<file path="src/rtl/quad_decoder.sv">
// -----------------------------------------------------------------------------
// quad_decoder
//
// Front end for the up/down counters (counter_behavioral, counter_jkff,
// counter_tff_sync). Raw A/B quadrature inputs are synchronised, glitch
// filtered and decoded as Gray-code steps. Each valid step produces a
// one-cycle count strobe plus a direction bit that drive the counter's
// en / count_up inputs directly. Double-bit (illegal) transitions raise a
// sticky flag and are tallied in a saturating counter.
//
// Parameters
//   SYNC_STAGES  synchroniser flops per input channel (>= 2)
//   FILT         cycles a synced level must disagree with the filtered level
//                before it is accepted (1 = no filtering)
//   ERR_W        width of the saturating illegal-transition counter
//
// Ports
//   clk       in   system clock, rising edge
//   res       in   synchronous active-high reset
//   a_in      in   raw phase A, asynchronous to clk
//   b_in      in   raw phase B, asynchronous to clk
//   err_clr   in   clears err and err_cnt
//   en        out  one-cycle count strobe
//   count_up  out  direction of the last valid step (1 = up)
//   state     out  filtered {A,B}
//   err       out  sticky illegal-transition flag
//   err_cnt   out  saturating illegal-transition count
// -----------------------------------------------------------------------------
module quad_decoder #(
    parameter int SYNC_STAGES = 2,
    parameter int FILT        = 2,
    parameter int ERR_W       = 4
) (
    input  logic             clk,
    input  logic             res,
    input  logic             a_in,
    input  logic             b_in,
    input  logic             err_clr,
    output logic             en,
    output logic             count_up,
    output logic [1:0]       state,
    output logic             err,
    output logic [ERR_W-1:0] err_cnt
);

    localparam int FCW = $clog2(FILT + 1);
    localparam int ICW = $clog2(SYNC_STAGES + 1);

    localparam logic [FCW-1:0]   FILT_END = FCW'(FILT);
    localparam logic [ICW-1:0]   INIT_END = ICW'(SYNC_STAGES);
    localparam logic [ERR_W-1:0] ERR_MAX  = '1;

    typedef enum logic {INIT, RUN} fsm_t;

    typedef enum logic [1:0] {
        STEP_NONE,
        STEP_UP,
        STEP_DOWN,
        STEP_ILL
    } step_t;

    // Saturating increment of the illegal-transition tally.
    function automatic logic [ERR_W-1:0] sat_inc(input logic [ERR_W-1:0] v);
        return (v == ERR_MAX) ? v : v + ERR_W'(1);
    endfunction

    // One filter update for a single channel. Returns {filtered bit, run count}.
    // The run count tracks how many consecutive cycles the synced level has
    // disagreed with the filtered level; any agreement restarts it.
    function automatic logic [FCW:0] filt_step(
        input logic           synced,
        input logic           filt,
        input logic [FCW-1:0] run
    );
        logic [FCW-1:0] nxt;
        if (synced == filt) begin
            return {filt, {FCW{1'b0}}};
        end
        nxt = run + FCW'(1);
        if (nxt == FILT_END) begin
            return {synced, {FCW{1'b0}}};
        end
        return {filt, nxt};
    endfunction

    // Classify the move from previous filtered state p to new state n.
    // Up order is 00 -> 10 -> 11 -> 01 -> 00 (A leads B).
    function automatic step_t decode(input logic [1:0] p, input logic [1:0] n);
        case ({p, n})
            4'b00_10, 4'b10_11, 4'b11_01, 4'b01_00: return STEP_UP;
            4'b00_01, 4'b01_11, 4'b11_10, 4'b10_00: return STEP_DOWN;
            4'b00_11, 4'b11_00, 4'b10_01, 4'b01_10: return STEP_ILL;
            default:                                return STEP_NONE;
        endcase
    endfunction

    logic [SYNC_STAGES-1:0] sync_a_p0;
    logic [SYNC_STAGES-1:0] sync_b_p0;
    logic                   a_syn_p0;
    logic                   b_syn_p0;

    logic [FCW-1:0]         run_a_p1;
    logic [FCW-1:0]         run_b_p1;
    logic [1:0]             state_p1;
    logic [1:0]             prev_p1;
    logic                   vld_p1;

    fsm_t                   fsm;
    logic [ICW-1:0]         init_cnt;

    logic                   en_p2;
    logic                   up_p2;
    logic                   err_p2;
    logic [ERR_W-1:0]       err_cnt_p2;

    logic [FCW:0]           fa_nxt;
    logic [FCW:0]           fb_nxt;
    logic [1:0]             state_nxt;
    step_t                  step_p1;
    logic                   ill_p1;

    assign a_syn_p0 = sync_a_p0[SYNC_STAGES-1];
    assign b_syn_p0 = sync_b_p0[SYNC_STAGES-1];

    always_comb begin
        fa_nxt    = filt_step(a_syn_p0, state_p1[1], run_a_p1);
        fb_nxt    = filt_step(b_syn_p0, state_p1[0], run_b_p1);
        state_nxt = {fa_nxt[FCW], fb_nxt[FCW]};
        step_p1   = decode(prev_p1, state_p1);
        ill_p1    = (fsm == RUN) && vld_p1 && (step_p1 == STEP_ILL);
    end

    always_ff @(posedge clk) begin
        if (res) begin
            sync_a_p0  <= '0;
            sync_b_p0  <= '0;
            run_a_p1   <= '0;
            run_b_p1   <= '0;
            state_p1   <= 2'b00;
            prev_p1    <= 2'b00;
            vld_p1     <= 1'b0;
            fsm        <= INIT;
            init_cnt   <= '0;
            en_p2      <= 1'b0;
            up_p2      <= 1'b1;
            err_p2     <= 1'b0;
            err_cnt_p2 <= '0;
        end else begin
            // ---- stage p0: per-channel synchroniser chains ----
            sync_a_p0 <= {sync_a_p0[SYNC_STAGES-2:0], a_in};
            sync_b_p0 <= {sync_b_p0[SYNC_STAGES-2:0], b_in};

            en_p2  <= 1'b0;
            vld_p1 <= 1'b0;

            case (fsm)
                INIT: begin
                    // Let the synchronisers fill with real input levels, then
                    // adopt them as the starting state without decoding, so
                    // whatever the encoder rests at produces no en or err.
                    run_a_p1 <= '0;
                    run_b_p1 <= '0;
                    if (init_cnt == INIT_END) begin
                        state_p1 <= {a_syn_p0, b_syn_p0};
                        prev_p1  <= {a_syn_p0, b_syn_p0};
                        fsm      <= RUN;
                    end else begin
                        init_cnt <= init_cnt + ICW'(1);
                    end
                end

                RUN: begin
                    // ---- stage p1: glitch filter, filtered state register ----
                    run_a_p1 <= fa_nxt[FCW-1:0];
                    run_b_p1 <= fb_nxt[FCW-1:0];
                    prev_p1  <= state_p1;
                    state_p1 <= state_nxt;
                    vld_p1   <= (state_nxt != state_p1);

                    // ---- stage p2: decode the step that landed last cycle ----
                    if (vld_p1) begin
                        case (step_p1)
                            STEP_UP: begin
                                en_p2 <= 1'b1;
                                up_p2 <= 1'b1;
                            end
                            STEP_DOWN: begin
                                en_p2 <= 1'b1;
                                up_p2 <= 1'b0;
                            end
                            default: ;
                        endcase
                    end
                end

                default: fsm <= INIT;
            endcase

            // An illegal step in the same cycle as a clear counts as the first
            // error after the clear.
            if (ill_p1) begin
                err_p2     <= 1'b1;
                err_cnt_p2 <= err_clr ? ERR_W'(1) : sat_inc(err_cnt_p2);
            end else if (err_clr) begin
                err_p2     <= 1'b0;
                err_cnt_p2 <= '0;
            end
        end
    end

    assign en       = en_p2;
    assign count_up = up_p2;
    assign state    = state_p1;
    assign err      = err_p2;
    assign err_cnt  = err_cnt_p2;

endmodule
</file>
<file path="config.mk">
export PLATFORM = sky130hd
export DESIGN_NAME = quad_decoder
export DESIGN_NICKNAME = d
export VERILOG_FILES = /design/src/rtl/quad_decoder.sv
export SDC_FILE = /design/constraint.sdc
export NUM_CORES = 1
export LEC_CHECK = 0
export CAP_MARGIN = 40
export CORE_ASPECT_RATIO = 1.25
export CORE_MARGIN = 10
export CORE_UTILIZATION = 52
export CTS_CLUSTER_DIAMETER = 30
export CTS_CLUSTER_SIZE = 25
export DETAILED_ROUTE_END_ITERATION = 8
export PLACE_DENSITY = 0.76
export SLEW_MARGIN = 20
export SYNTH_ARGS = -nofsm -noshare
export SYNTH_HDL_FRONTEND = slang
export SYNTH_SLANG_ARGS = --single-unit
</file>
<file path="constraint.sdc">
create_clock -name clk -period 2.1 [get_ports clk]
set_input_delay 0.525 -clock clk [delete_from_list [all_inputs] [get_ports clk]]
set_output_delay 0.525 -clock clk [all_outputs]
set_load 0.01 [all_outputs]
</file>
==> results of run 1 <==
==> registers in the layout, summed over array words and instances (netlist names) <==
| name | count |
|---|---|
| step_p1 | 2 |
| en | 1 |
| err | 1 |
| init_cnt | 2 |
| sync_a_p0 | 2 |
| err_cnt | 4 |
| vld_p1 | 1 |
| run_b_p1 | 2 |
| sync_b_p0 | 2 |
| run_a_p1 | 2 |
| fsm | 1 |
| count_up | 1 |
| state | 2 |
| prev_p1 | 2 |
==> cell usage in the layout (no fill, tap or decap), types with 3 or more instances in the layout <==
master,count
dfxtp_1,25
clkdlybuf4s50_1,13
nand2_1,9
nor2_1,9
inv_1,7
a21oi_1,5
nor2b_1,5
a211oi_1,4
ha_1,4
nand3b_1,3
nand3_1,3
mux2i_1,3
nor3_1,3
clkbuf_4,3
==> power breakdown <==
part / internal (mW) / switching [mW] / total, mW / leakage (nW)
sequential: 0.515 / 0.0390 / 0.554 / 0.203
clock: 0.0741 / 0.139 / 0.213 / 0.0150
combinational: 0.0991 / 0.106 / 0.205 / 0.282
==> cell families after synthesis <==
family | synth area share
AO/OA/AOI/OAI | 0.144
XOR/XNOR | 0.0248
adder cells (fa/ha/maj) | 0.0472
buffers and inverters | 0.0543
flip-flops | 0.472
multiplexers | 0.0519
AND/OR/NAND/NOR | 0.205
==> area by class of cell <==
cell class | instances | area [um2]
timing repair buffer | 14 | 138
multi-input combinational | 73 | 502
fill | 171 | 742
tap | 20 | 25.0
clock buffer | 4 | 26.3
sequential | 25 | 500
inverter | 7 | 26.3
==> worst register-to-register path, stage by stage, from the launching register on <==
cell      delay, ns
dfxtp_1        0.35
inv_1          0.06
ha_1           0.30
mux2_1         0.39
o211ai_2       0.21
inv_1          0.10
a21oi_1        0.18
a211oi_1       0.10
==> per-layer routing <==
metal	global-route usage	up-vias	routed length (um)
li1	-	405	-
met1	0.130	342	915
met4	0.0300	0	28
met2	0.167	19	963
met5	0	-	0
met3	0.0416	4	154
==> worst max path at each step <==
stage               slack, ns                  to  cells past startpoint
finish                   0.25          err_cnt[3]                      1
global route             0.14          err_cnt[3]                      1
CTS                      0.24          err_cnt[3]                      1
detailed placement       0.25  step_p1[1]$_DFF_P_                      6
global placement         0.36  step_p1[1]$_DFF_P_                      6
floorplan                0.54  step_p1[1]$_DFF_P_                      7
==> stage by stage <==
stage / setup slack (ns) / instance area (um2) / power [mW]
2_1_floorplan: 0.538 / 1060 / 0.730
3_3_place_gp: 0.364 / 1190 / 0.756
3_5_place_dp: 0.250 / 1190 / 0.770
4_1_cts: 0.240 / 1220 / 0.978
5_1_grt: 0.145 / 1220 / 1.04
6_report: 0.245 / 1220 / 0.972
==> summary.md, run 1 <==
| Metric | Value |
|---|---|
| Run status | `finished, final reports clean` |
| Latest clock arrival within the worst-skew pair | `0.31 ns` |
| Minimum clock period after layout | `1.85 ns` |
| Startpoint Class | `register` |
| Port-buffer cells | `13` |
| Kind of end point of the critical path | `output port` |
| Die height | `70.5 um` |
| Required time at the worst-slack endpoint | `1.57 ns` |
| Routed length per instance | `14.4 um` |
| Total count of hold-check failures in the final report | `0` |
| Relative slew margins | `0.717` |
| Worst hold start | `run_a_p1[1]$_SDFF_PP0_` |
| Post-synthesis instance area | `1060 um2` |
| Hold WC Path Type | `register to register` |
| Boundary pin count | `14` |
| Register clock-pin slew on the reported worst setup and hold paths | `0.14 ns` |
| DRC violations left | `0` |
| Pwr/cell area | `798 nW/um2` |
| Non-Filler Instances | `143` |
| Synth Instances | `109` |
| Leading cell types by count after synthesis | `dfxtp_1, nand2_1, nor2_1` |
| Delay contributed by the slowest stage of the critical path | `0.58 ns` |
| Number of nets in the layout | `133` |
| Remaining Overflow, GRT | `0` |
| First-pass GRT wire length | `3.67 mm` |
| Post-Route Setup TNS | `0 ns` |
| Via count of the first global-routing pass | `793` |
| Slowest cell on the critical path | `clkdlybuf4s50_1` |
| Clock skew | `0.00876 ns` |
| End of the worst register-to-register path | `step_p1[0]$_DFF_P_` |
| Count of TritonRoute iterations in the first routing pass | `4` |
| Final hold slack | `0.460 ns` |
| Library cell used as clock root buffer | `clkbuf_4` |
| Total half-perimeter wirelength after legalization and detailed placement | `1.53 mm` |
| Maximum fanout along the worst path | `6` |
| Worst setup startpoint | `err_cnt[3]$_SDFFE_PP0P_` |
| Leading cell type by number of instances after synthesis | `dfxtp_1` |
| Floorplan die area | `4260 um2` |
| Reg2Reg Setup Slack | `0.32 ns` |
| Via total after detailed routing | `770` |
| Worst path buffer plus inverter count | `1` |
| Final setup fails | `0` |
| Post-synthesis register bit count | `25` |
| Starting DRC count in detailed routing | `20` |
| Number of antenna violations at the first check in global routing | `0` |
| Leakage power figure | `0.500 nW` |
| Post-CTS setup-driven buffer insertion count | `0` |
| Share of the yosys chip area belonging to registers | `0.472` |
| Hold path endpoint | `run_a_p1[1]$_SDFF_PP0_` |
| Final core utilization | `0.621` |
| Post-synth EDFFs | `0` |
| Core Footprint | `1960 um2` |
| Final Wtd Congestion | `0.874` |
| Top cell type's share of synthesized area | `0.472` |
| Final count of pins violating max slew | `0` |
| Max-cap violation count | `0` |
| Count of hold buffers inserted by post-cts repair | `0` |
| Area added between synthesis and finish | `14.9%` |
| TritonCTS clock tree | `built` |
| Achievable Freq | `539 MHz` |
| Largest net degree at the start of global routing | `14` |
| Syn nets | `118` |
| Transition time at the pin with the least slew margin | `0.423 ns` |
| Worst path top cell family by delay | `buffers and inverters` |
| RSZ-0062 raised after global routing | `no` |
| Clock buffers created by TritonCTS | `3` |
| Fraction of final layout cells sized beyond drive strength 1 | `0.0813` |
| DR vias/cell | `5.38` |
| Total number of placement rows | `18` |
| Remaining antenna violation count after routing | `0` |
| Max VDD drop | `0.000442 V` |
| Dominant cells by area after synthesis | `dfxtp_1, ha_1, nand2_1` |
| Post-synth ARST share | `0` |
| Fin crit share | `0.883` |
| Number of stages on the worst hold path | `2` |
| Path type of the worst setup path | `register to output port` |
| Initial standard-cell utilization of the core | `0.541` |
| Die boundary width | `60.4 um` |
| Most instantiated flip-flop cell in the synthesis netlist | `dfxtp_1` |
| Count of clock tree sinks | `25` |
| Post-synthesis cell type with the largest combined area | `dfxtp_1` |
| Arrival time at the worst endpoint | `1.33 ns` |
| FF-to-FF Start | `init_cnt[0]$_SDFFE_PP0P_` |
| Total routing usage reported by global routing | `0.107` |
| R2R cell count | `7` |
| Synthesized area divided by synthesized cell count | `9.72 um2` |
| Diodes inserted | `0` |
| CTS H-tree lvls | `1` |
| Library cells used by synthesis | `35` |
| Post-placement cell count | `139` |
| Ordered list of cells on the worst path | `clkdlybuf4s50_1` |
| Clock Path Buffers | `2` |
| Count of synthesis-stage warnings from yosys | `0` |
| Post-detailed-routing wire length | `2.06 mm` |
| Count of cells resized by post-cts repair | `0` |
Power figures use the tool's default switching activity.
==> inputs of run 2 (changes only) <==
--- a/config.mk
+++ b/config.mk
@@ -8,11 +8,11 @@
 export CAP_MARGIN = 40
 export CORE_ASPECT_RATIO = 1.25
 export CORE_MARGIN = 10
-export CORE_UTILIZATION = 52
+export CORE_UTILIZATION = 47
 export CTS_CLUSTER_DIAMETER = 30
 export CTS_CLUSTER_SIZE = 25
 export DETAILED_ROUTE_END_ITERATION = 8
-export PLACE_DENSITY = 0.76
+export PLACE_DENSITY = 0.72
 export SLEW_MARGIN = 20
 export SYNTH_ARGS = -nofsm -noshare
 export SYNTH_HDL_FRONTEND = slang
==> constraint.sdc (replaced) <==
create_clock -name clk -period 1.5 [get_ports clk]
set_input_delay 0.375 -clock clk [delete_from_list [all_inputs] [get_ports clk]]
set_output_delay 0.375 -clock clk [all_outputs]
set_load 0.01 [all_outputs]
==> run 2 against run 1 <==
The run now ends with setup timing left. Sequential share of layout area is 2.9 points lower. Critical endpoint is now step_p1[1]$_DFF_P_. Critical path depth grew 6. Count of clock-buffer cells in the layout decreased by 1. Non-clock buffer count grew 9. Via count grew 8.4%. Clock skew is 0.0011 ns lower. Sequential cell count is the same. Worst hold slack got worse by 0.0017 ns. Critical path type is now register to register. Register-to-register slack lost 0.37 ns. Worst setup slack worse by 0.30 ns. Design area up 10%. Highest routed layer unchanged.
==> summary.md, run 2 (same netlist as run 1, synthesis figures left out) <==
| Metric | Value |
|---|---|
| Run status | `finished, violations left` |
| Violated checks | `setup timing` |
| Sw Share | `0.295` |
| CTS H-tree lvls | `1` |
| First-pass GRT wire length | `3.60 mm` |
| Kind of end point of the critical path | `register` |
| Transition time at the pin with the least slew margin | `0.352 ns` |
| Smallest setup slack after layout | `-0.0520 ns` |
| Combinational power share | `0.267` |
| RSZ-0062 raised after global routing | `yes` |
| Floorplan die area | `4570 um2` |
| Area added between synthesis and finish | `26.3%` |
| Register clock-pin slew on the reported worst setup and hold paths | `0.14 ns` |
| Boundary pin count | `14` |
| Number of antenna violations at the first check in global routing | `0` |
| DRC violations left | `0` |
| Startpoint Class | `register` |
| Final count of pins violating max slew | `0` |
| R2R cell count | `7` |
| Hold path endpoint | `sync_b_p0[1]$_SDFF_PP0_` |
| Clock skew | `0.00766 ns` |
| Die boundary width | `62.5 um` |
| Max VDD drop | `0.000789 V` |
| Hold WC Path Type | `register to register` |
| Leakage power figure | `0.584 nW` |
| Worst hold start | `sync_b_p0[0]$_SDFF_PP0_` |
| Required time at the worst-slack endpoint | `1.70 ns` |
| Count of TritonRoute iterations in the first routing pass | `4` |
| Total count of hold-check failures in the final report | `0` |
| Clock share of power | `0.200` |
| Initial standard-cell utilization of the core | `0.485` |
| Total routing usage reported by global routing | `0.0942` |
| Arrival time at the worst endpoint | `1.75 ns` |
| Largest net degree at the start of global routing | `15` |
| Post-Route Setup TNS | `-0.0674 ns` |
| Library cell used as clock root buffer | `clkbuf_4` |
| Most common cell after layout, fill and taps aside | `dfxtp_1` |
| Routed length per instance | `12.9 um` |
| Fin crit share | `1.03` |
| Via count of the first global-routing pass | `825` |
| Minimum clock period after layout | `1.55 ns` |
| Core Footprint | `2190 um2` |
| Latest clock arrival within the worst-skew pair | `0.32 ns` |
| Die height | `73.1 um` |
| Number of nets in the layout | `142` |
| Path type of the worst setup path | `register to register` |
| Via total after detailed routing | `835` |
| End of the worst register-to-register path | `step_p1[1]$_DFF_P_` |
| Final setup fails | `2` |
| Port-buffer cells | `13` |
| Achievable Freq | `644 MHz` |
| Starting DRC count in detailed routing | `21` |
| Most frequent cells in the layout | `dfxtp_1, buf_4, nand2_1, nor2_1, dlygate4sd2_1` |
| TritonCTS clock tree | `built` |
| Maximum fanout along the worst path | `4` |
| Final Wtd Congestion | `0.708` |
| Remaining Overflow, GRT | `0` |
| Total half-perimeter wirelength after legalization and detailed placement | `1.56 mm` |
| Flip-flop count of the largest register after layout | `4` |
| Pwr/cell area | `1100 nW/um2` |
| Net switching component of the power | `0.436 mW` |
| Fraction of final layout cells sized beyond drive strength 1 | `0.265` |
| Final hold slack | `0.458 ns` |
| Total number of placement rows | `19` |
| Post-detailed-routing wire length | `2.10 mm` |
| Max-cap violation count | `0` |
| Number of stages on the worst hold path | `1` |
| Diodes inserted | `0` |
| Remaining antenna violation count after routing | `0` |
| Relative slew margins | `0.759` |
| FF-to-FF Start | `init_cnt[0]$_SDFFE_PP0P_` |
| Share of total power in sequential cells | `0.533` |
| Design internal power | `1.04 mW` |
| Clock buffers created by TritonCTS | `3` |
| DR vias/cell | `5.12` |
| Clock Path Buffers | `2` |
| Count of clock tree sinks | `25` |
| Reg2Reg Setup Slack | `-0.05 ns` |
==> run 2: cell types whose count changed in the layout (fill, tap and decap cells not counted), sizes merged <==
cell,before,now
clkdlybuf4s50,13,4
clkinv,0,1
clkbuf,4,3
buf,1,10
dlygate4sd2,0,9
==> run 2: worst max path at each step <==
| stage | from | cells past startpoint | slack, ns | to |
|---|---|---|---|---|
| 5_1_grt | init_cnt[0]$_SDFFE_PP0P_ | 7 | -0.12 | step_p1[1]$_DFF_P_ |
| 3_3_place_gp | res | 5 | -0.07 | vld_p1$_SDFF_PP0_ |
| 3_5_place_dp | res | 5 | -0.11 | vld_p1$_SDFF_PP0_ |
| 2_1_floorplan | init_cnt[0]$_SDFFE_PP0P_ | 7 | 0.01 | step_p1[1]$_DFF_P_ |
| 4_1_cts | init_cnt[0]$_SDFFE_PP0P_ | 7 | -0.04 | step_p1[1]$_DFF_P_ |
| 6_report | init_cnt[0]$_SDFFE_PP0P_ | 7 | -0.05 | step_p1[1]$_DFF_P_ |
==> run 2: power by group through the flow <==
stage          combinational, mW  sequential [mW]  clock [mW]
3_5_place_dp               0.359            0.786           0
5_1_grt                    0.450            0.794       0.320
3_3_place_gp               0.345            0.785           0
4_1_cts                    0.383            0.785       0.300
2_1_floorplan              0.279            0.767           0
6_report                   0.394            0.788       0.295
==> run 2: repair_timing <==
item,in CTS,in global routing
pin swaps,5,2
resized for setup,20,5
hold buffers,0,0
setup buffers,0,0
setup endpoints to repair,12,4
==> run 2: per-stage QoR <==
step / instances / power [mW] / utilization / instance area (um2) / setup WS, ns
after floorplan: 109 / 1.05 / - / 1070 / 0.0131
after global placement: 159 / 1.13 / 0.588 / 1280 / -0.0724
after detailed placement: 159 / 1.15 / 0.588 / 1280 / -0.109
after CTS: 163 / 1.47 / 0.605 / 1320 / -0.0377
after global routing: 163 / 1.56 / 0.612 / 1340 / -0.122
final: 163 / 1.48 / 0.612 / 1340 / -0.0520
==> run 2: area by class of cell <==
class,instances,area [um2]
fill,203,848
timing repair buffer,23,194
sequential,25,512
multi-input combinational,73,541
clock buffer,3,22.5
tap,31,38.8
inverter,7,26.3
clock inverter,1,5.00
==> run 2: critical path: stages (launching register included) <==
cell	delay (ns)
dfxtp_2	0.35
inv_2	0.05
ha_4	0.17
mux2_4	0.33
o211ai_4	0.19
inv_2	0.08
a31oi_1	0.17
a211oi_1	0.09
==> run 2: routing by layer <==
layer  GRT usage  part of all wire
met5           0                 0
met4      0.0473             0.025
met3      0.0230             0.045
met2       0.153              0.47
met1       0.114              0.46
==> inputs of run 3 (changes only) <==
--- a/config.mk
+++ b/config.mk
@@ -17,3 +17,4 @@
 export SYNTH_ARGS = -nofsm -noshare
 export SYNTH_HDL_FRONTEND = slang
 export SYNTH_SLANG_ARGS = --single-unit
+export TNS_END_PERCENT = 30
==> run 3 against run 2 <==
The run still ends with setup timing left. Via count decreased by 0.36%. Wire length up 1.3%. Clock power is 2% higher.
==> summary.md, run 3 (same netlist as run 1, synthesis figures left out) <==
| Metric | Value |
|---|---|
| Core Footprint | `2190 um2` |
| Violated checks | `setup timing` |
| Fill cell instance count of the final layout | `205` |
| Relative slew margins | `0.759` |
| Count of clock tree sinks | `25` |
| Clock buffers created by TritonCTS | `3` |
| Number of nets in the layout | `142` |
| Final hold slack | `0.457 ns` |
| Ordered list of cells on the worst path | `inv_2, ha_4, mux2_4, o211ai_4, inv_2, a31oi_1, a211oi_1` |
| Startpoint Class | `register` |
| Die height | `73.1 um` |
| Total routing usage reported by global routing | `0.0942` |
| Kind of end point of the critical path | `register` |
| Place WS | `-0.109 ns` |
| Remaining antenna violation count after routing | `0` |
| Max-cap violation count | `0` |
| Delay contributed by the slowest stage of the critical path | `0.35 ns` |
| Total count of hold-check failures in the final report | `0` |
| Post-detailed-routing wire length | `2.12 mm` |
| DR vias/cell | `5.10` |
| Final setup fails | `2` |
| Library cell used as clock root buffer | `clkbuf_4` |
| Final Wtd Congestion | `0.708` |
| Remaining Overflow, GRT | `0` |
| Post-CTS setup-driven buffer insertion count | `0` |
| Port-buffer cells | `13` |
| Total number of placement rows | `19` |
| Path type of the worst setup path | `register to register` |
| Transition time at the pin with the least slew margin | `0.352 ns` |
| Most common cell after layout, fill and taps aside | `dfxtp_1` |
| Leakage power figure | `0.586 nW` |
| Area added between synthesis and finish | `25.9%` |
| Cell seen most often among critical-path stages | `inv_2` |
| Final core utilization | `0.610` |
| Minimum clock period after layout | `1.57 ns` |
| Fin crit share | `1.05` |
| Count of TritonRoute iterations in the first routing pass | `4` |
| Post-Route Setup TNS | `-0.0999 ns` |
| Final count of pins violating max slew | `0` |
| Boundary pin count | `14` |
| Smallest setup slack after layout | `-0.0676 ns` |
| Total half-perimeter wirelength after legalization and detailed placement | `1.56 mm` |
| Arrival time at the worst endpoint | `1.78 ns` |
| Hold WC Path Type | `register to register` |
| CTS H-tree lvls | `1` |
| DRC violations left | `0` |
| Die boundary width | `62.5 um` |
| Starting DRC count in detailed routing | `14` |
| Fraction of final layout cells sized beyond drive strength 1 | `0.258` |
| Largest net degree at the start of global routing | `15` |
| Register clock-pin slew on the reported worst setup and hold paths | `0.14 ns` |
| R2R cell count | `7` |
| Via total after detailed routing | `832` |
| Flip-flop count of the largest register after layout | `4` |
| Pwr/cell area | `1110 nW/um2` |
| Clock Path Buffers | `2` |
| Initial standard-cell utilization of the core | `0.485` |
| Number of stages on the worst hold path | `1` |
| Max VDD drop | `0.000833 V` |
| Floorplan die area | `4570 um2` |
| Run status | `finished, violations left` |
| Most frequent cells in the layout | `dfxtp_1, buf_4, nand2_1, nor2_1, dlygate4sd2_1` |
| Via count of the first global-routing pass | `825` |
| First-pass GRT wire length | `3.60 mm` |
| Slowest cell on the critical path | `dfxtp_2` |
| Achievable Freq | `638 MHz` |
| Latest clock arrival within the worst-skew pair | `0.32 ns` |
| Maximum fanout along the worst path | `4` |
| Number of antenna violations at the first check in global routing | `0` |
| Diodes inserted | `0` |
| Routed length per instance | `13.0 um` |
| RSZ-0062 raised after global routing | `yes` |
| Clock skew | `0.00381 ns` |
| Count of hold buffers inserted by post-cts repair | `0` |
| Required time at the worst-slack endpoint | `1.71 ns` |
| TritonCTS clock tree | `built` |
run 3: cell counts in the layout (fill, tap and decap cells not counted):
Identical to the previous run, type by type.
run 3: metal layers:
metal  track usage  vias up  part of all wire
li1              -      421                 -
met2         0.153       27              0.45
met4        0.0473        0             0.029
met5             0        -                 0
met1         0.114      376              0.47
met3        0.0230        8             0.047
run 3: metrics by stage:
step / instances / total power [mW] / area (um2)
final: 163 / 1.48 / 1330
after global routing: 163 / 1.56 / 1330
after CTS: 163 / 1.46 / 1320
after detailed placement: 159 / 1.15 / 1280
after global placement: 159 / 1.13 / 1280
after floorplan: 109 / 1.05 / 1070
run 3: final timing paths:
check / start / to / slack, ns
worst max-delay path: init_cnt[0]$_SDFFE_PP0P_ / step_p1[1]$_DFF_P_ / -0.07
worst min-delay path: sync_b_p0[0]$_SDFF_PP0_ / sync_b_p0[1]$_SDFF_PP0_ / 0.46
worst max register to register: init_cnt[0]$_SDFFE_PP0P_ / step_p1[1]$_DFF_P_ / -0.07
worst min register to register: sync_b_p0[0]$_SDFF_PP0_ / sync_b_p0[1]$_SDFF_PP0_ / 0.46
run 3: layout make-up:
type / count / area [um2] / share of cell area
Sequential cell: 25 / 512 / 0.384
Tap cell: 31 / 38.8 / 0.0291
Clock buffer: 3 / 22.5 / 0.0169
Inverter: 7 / 26.3 / 0.0197
Multi-Input combinational cell: 73 / 536 / 0.402
Clock inverter: 1 / 5.00 / 0.00375
Timing Repair Buffer: 23 / 194 / 0.145
run 3: what timing repair did:
item / CTS / global route
setup endpoints to repair: 12 / 4
resized for setup: 17 / 7
pin swaps: 2 / 3
run 3: critical path, delay by kind of cell (launching register included):
kind	cells	cell delay, ns
fa+ha+maj	1	0.17
flops	1	0.35
mux	1	0.33
buf+inv	2	0.14
compound gates	3	0.46
run 3: where the power goes:
group,total (mW),internal [mW],switching [mW]
combinational,0.394,0.207,0.187
sequential,0.786,0.732,0.0541
clock,0.302,0.0999,0.202
